--- src/rtl/regfile_scoreboard.sv ---
// Multi-read-port integer register file with a per-register scoreboard of
// pending writes. Decode reads operands and busy flags combinationally, issue
// reserves a destination, and writeback fills it and releases the reservation.
module regfile_scoreboard #(
    parameter int N        = 32,
    parameter int DEPTH    = 32,
    parameter int AW       = $clog2(DEPTH),
    parameter int NREAD    = 2,
    parameter int BYPASS   = 1,
    parameter int ZERO_REG = 1
) (
    input  logic                  clk,
    input  logic                  reset,
    input  logic                  write,
    input  logic [AW-1:0]         write_address,
    input  logic [N-1:0]          write_data,
    input  logic                  reserve,
    input  logic [AW-1:0]         reserve_address,
    input  logic [NREAD*AW-1:0]   read_address,
    output logic [NREAD*N-1:0]    read_data,
    output logic [NREAD-1:0]      read_busy,
    output logic [AW:0]           pending_count,
    output logic                  reserve_conflict
);

    // Register 0 is hardwired to zero (and never busy) when ZERO_REG is set.
    function automatic logic is_zero_reg(input logic [AW-1:0] addr);
        return (ZERO_REG != 0) && (addr == {AW{1'b0}});
    endfunction

    logic [N-1:0]     mem_r [DEPTH];
    logic [DEPTH-1:0] busy_r;
    logic [AW:0]      count_r;
    logic             conflict_r;

    logic             wr_en_s;
    logic             rsv_en_s;
    logic             inc_s;
    logic             dec_s;
    logic             conflict_s;

    // Qualify write/reserve and derive the scoreboard count deltas.
    always_comb begin
        wr_en_s    = write && !is_zero_reg(write_address);
        rsv_en_s   = reserve && !is_zero_reg(reserve_address);
        // Only a reserve that sets a previously-clear bit grows the count.
        inc_s      = rsv_en_s && !busy_r[reserve_address];
        // A write releases a reservation unless the same register is re-reserved now.
        dec_s      = wr_en_s && busy_r[write_address]
                     && !(rsv_en_s && (reserve_address == write_address));
        conflict_s = rsv_en_s && busy_r[reserve_address];
    end

    // Register array storage; writeback stores data into the target entry.
    always_ff @(posedge clk or posedge reset) begin
        if (reset) begin
            for (int i = 0; i < DEPTH; i++) begin
                mem_r[i] <= {N{1'b0}};
            end
        end else if (wr_en_s) begin
            mem_r[write_address] <= write_data;
        end
    end

    // Busy bits: writeback clears, reserve sets; reserve is applied last so it wins.
    always_ff @(posedge clk or posedge reset) begin
        if (reset) begin
            busy_r <= {DEPTH{1'b0}};
        end else begin
            if (wr_en_s) begin
                busy_r[write_address] <= 1'b0;
            end
            if (rsv_en_s) begin
                busy_r[reserve_address] <= 1'b1;
            end
        end
    end

    // Pending-write counter and one-cycle re-reservation pulse.
    always_ff @(posedge clk or posedge reset) begin
        if (reset) begin
            count_r    <= {(AW+1){1'b0}};
            conflict_r <= 1'b0;
        end else begin
            count_r    <= count_r + {{AW{1'b0}}, inc_s} - {{AW{1'b0}}, dec_s};
            conflict_r <= conflict_s;
        end
    end

    assign pending_count    = count_r;
    assign reserve_conflict = conflict_r;

    for (genvar k = 0; k < NREAD; k++) begin : g_read
        logic [AW-1:0] addr_s;
        logic [N-1:0]  data_s;
        logic          busy_s;
        logic          hit_s;

        assign addr_s = read_address[k*AW +: AW];

        // Combinational read port with optional same-cycle write forwarding.
        always_comb begin
            hit_s = (BYPASS != 0) && write && (write_address == addr_s);
            if (reset || is_zero_reg(addr_s)) begin
                data_s = {N{1'b0}};
                busy_s = 1'b0;
            end else if (hit_s) begin
                data_s = write_data;
                // The forwarded write satisfies this read unless a newer producer
                // is being issued to the same register this cycle.
                if (rsv_en_s && (reserve_address == addr_s)) begin
                    busy_s = busy_r[addr_s];
                end else begin
                    busy_s = 1'b0;
                end
            end else begin
                data_s = mem_r[addr_s];
                busy_s = busy_r[addr_s];
            end
        end

        assign read_data[k*N +: N] = data_s;
        assign read_busy[k]        = busy_s;
    end

endmodule

--- config.mk ---
export PLATFORM = sky130hd
export DESIGN_NAME = regfile_scoreboard
export DESIGN_NICKNAME = d
export VERILOG_FILES = /design/src/rtl/regfile_scoreboard.sv
export SDC_FILE = /design/constraint.sdc
export NUM_CORES = 2
export LEC_CHECK = 0
export CORE_MARGIN = 2
export CORE_UTILIZATION = 45
export DETAILED_ROUTE_END_ITERATION = 8
export GPL_TIMING_DRIVEN = 0
export PLACE_DENSITY = 0.71
export SLEW_MARGIN = 20
export SYNTH_ARGS = -nofsm -noshare
export SYNTH_HDL_FRONTEND = slang
export SYNTH_SLANG_ARGS = --single-unit
export TNS_END_PERCENT = 100
--- constraint.sdc ---
create_clock -name clk -period 60.2 [get_ports clk]
set_clock_uncertainty 0.05 [all_clocks]
set_input_delay 15.05 -clock clk [delete_from_list [all_inputs] [get_ports clk]]
set_output_delay 15.05 -clock clk [all_outputs]
set_load 0.1 [all_outputs]
==> impl_metrics.ini <==
[floorplanning]
core_area_mm2 = 0.129
fp-row-count = 132
io_pins = 129
die_height_um = 364
die_w_um = 364
start_util_pct = 45.2
die-area_mm2 = 0.133

[route]
wl_um = 228000
first_iter_violations = 6015
post_drt_wl_per_cell_um = 36.6
drt_pre_antenna_iters = 9
drc = 0
vias_per_cell = 6.89
final_antenna_net_count = 0
vias = 42900

[power_and_ir_drop]
p_leak_nw = 28.1
combPwrFrac_pct = 24.9
power_density_mw_per_mm2 = 34.5
p_clk_share_pct = 33.0
power_mw = 2.28
seq_power_share_pct = 42.1
vdd_drop_max_mv = 0.0297
netSwitchingFraction_pct = 31.4
p_sw_uw = 715
p_int_mw = 1.56

[clock_network]
cts_tree = done
cts_hold_buf = 0
cts_buffers = 112
cts-resized-gates = 0
max-clock-path-buffers = 3
cts_setup_buffers = 0
cts.reportedPaths.clkPinSlew_ns = 0.06
h-tree-depth = 3
clkLatencyLatePin_ns = 0.73
ctsRootBufferMaster = clkbuf_16
clock_sinks = 1063

[global_routing]
grt_max_degree = 105
antenna_found_initial = 13
first_global_vias = 42200
grt_usage_pct = 34.2
use_met3_pct = 12.9
grt.busiest_layer = met2
grt_first_pass_wirelength_um = 320000
grt_use_met1_pct = 44.5
overflow = 0
grt_use_met2_pct = 48.5

[place]
detailed_place_hpwl_um = 166000
postPlaceCellArea_mm2 = 0.0620
routabilityCongestion = 1.03
numPortBuffers = 116
post-place-ws_ns = 24.57

[sta]
period_share_pct = 59.5
rsz0062_at_grt = no
finalWorstSetupSlack_ns = 24.39
worst_pin_slew_ns = 1.27
slew-limit-headroom_pct = 15.4
hold_viol = 0
fmax_mhz = 27.9
setup-violations-final = 0
fin_crit_ns = 35.81
maxSlewViolCount = 0
tns_ns = 0

[worst_setup_path]
critPathMaxFanout = 80
required_ns = 45.10
r2r_slack_ns = 56.66
crit_arrival_ns = 20.71
critPathTopFamily = buffers and inverters
cp-end-kind = output pin
cpPeakStageDelay_ns = 1.22
crit_buf_inv = 6
critPathLaunch = reset
cp_slowest_cell = clkdlybuf4s50_1
path_cells = clkdlybuf4s50_1, inv_8, buf_16, buf_16, nand2_1, nor4_2, buf_2, a221o_1, clkdlybuf4s50_1
start_kind = primary input
worstSetupPathType = primary input to output pin
r2r_start = busy_r[2]$_DFF_PP0_

[cells_and_area]
final_core_util_pct = 51.1
design_area_mm2 = 0.0660
drive_above_1_share_pct = 41.4
fillers = 11000
area_growth_pct = 13.1
fin_nets = 4444

[synth]
syn_nets = 4202
yosysUniqueCellTypes = 57
syn_inst = 4139
synthMostInstantiatedCell = dfrtp_1
synth_top_area_share_pct = 45.6
synth.yosys.seq_area_share_pct = 45.6
ys.flop_type = dfrtp_1
synthTopCellsByArea = dfrtp_1, mux2_2, mux4_2
avgSynthCellArea_um2 = 14.1
ys_ff_latch = 1063
yosys.area.top_type = dfrtp_1
yosysWarnings = 0
synth-edff-count = 0
synth_common_cells = dfrtp_1, mux2_2, mux4_2
synth_area_mm2 = 0.0583
async_reset_ff_share_pct = 100

[hold_path]
min-delay-start = mem_r[997]$_DFFE_PP0P_
hp-class = register to register

[status]
status = completed

[flow_run]
maxCapViolations = 0
-- metrics by stage --
stage               hold WS [ns]  instances
finish                     0.425       6226
global route               0.449       6219
CTS                        0.430       6219
detailed placement         0.414       6009
global placement           0.402       5997
floorplan                  0.391       4139
-- cell usage in the layout, fill, tap and decap left out, types with 7 or more instances in the layout --
master,n
a22oi_1,97
buf_1,35
a21oi_1,38
nor2b_1,42
xnor2_1,15
a221o_1,62
o211ai_1,30
mux4_2,422
a22o_1,11
o311a_1,30
buf_4,47
diode_2,7
o21ai_1,62
nor2_1,118
inv_1,15
dfrtp_1,1063
nand2b_1,34
xor2_1,15
o21ai_0,26
mux2i_1,258
clkbuf_8,23
bufinv_16,14
clkinv_2,21
clkdlybuf4s50_1,116
nand3_1,39
clkbuf_1,239
nor3_1,40
buf_6,22
buf_16,12
a221oi_1,127
clkbuf_16,114
buf_2,148
clkbuf_2,9
mux2_2,993
nand2_1,61
-- power by group through the flow --
| stage | clock, mW | sequential [mW] | combinational [mW] |
|---|---|---|---|
| final | 0.752 | 0.959 | 0.566 |
| after global routing | 0.780 | 0.974 | 0.588 |
| after CTS | 0.750 | 0.952 | 0.552 |
| after detailed placement | 0 | 0.964 | 0.550 |
| after global placement | 0 | 0.956 | 0.536 |
| after floorplan | 0 | 0.950 | 0.395 |
-- layer usage --
layer | wire length (um) | up-vias
met5 | 75 | -
li1 | - | 16500
met1 | 85200 | 22500
met2 | 96100 | 3172
met4 | 15700 | 12
met3 | 31100 | 748
-- final cells by class --
cell class / instances / area, um2 / share of cell area [%]
clock buffers: 163 / 3270 / 4.95
inverters: 17 / 71.3 / 0.108
clock inverters: 47 / 656 / 0.994
diodes: 7 / 17.5 / 0.0265
multi-input cells: 2584 / 29400 / 44.5
flip-flops and latches: 1063 / 26600 / 40.3
well taps: 1742 / 2180 / 3.30
repair buffers: 128 / 1490 / 2.26
plain buffers: 475 / 2320 / 3.52
-- path summary, 6_finish.rpt --
check | endpoint | cells past startpoint
max | read_data[29] | 9
max reg2reg | pending_count[4]$_DFF_PP0_ | 12
max in group asynchronous | mem_r[142]$_DFFE_PP0P_ | 7
min in group asynchronous | busy_r[26]$_DFF_PP0_ | 2
min | mem_r[997]$_DFFE_PP0P_ | 1
min reg2reg | mem_r[997]$_DFFE_PP0P_ | 1
-- kinds of logic (layout without fill, tap and decap cells) --
| family | after synthesis | in the layout | share of synthesized area, % |
|---|---|---|---|
| flops | 1063 | 1063 | 45.6 |
| fa+ha+maj | 7 | 7 | 0.163 |
| mux | 1674 | 1674 | 39.9 |
| compound gates | 502 | 502 | 6.65 |
| simple gates | 371 | 371 | 3.15 |
| buf+inv | 492 | 830 | 4.07 |
| other cells | 0 | 7 | 0 |
| xor+xnor | 30 | 30 | 0.450 |
-- registers in the layout, summed over array words and instances, names as in the netlist --
name / count
mem_r: 1024
busy_r: 32
pending_count: 6
reserve_conflict: 1
(Power assumes the default switching activity.)
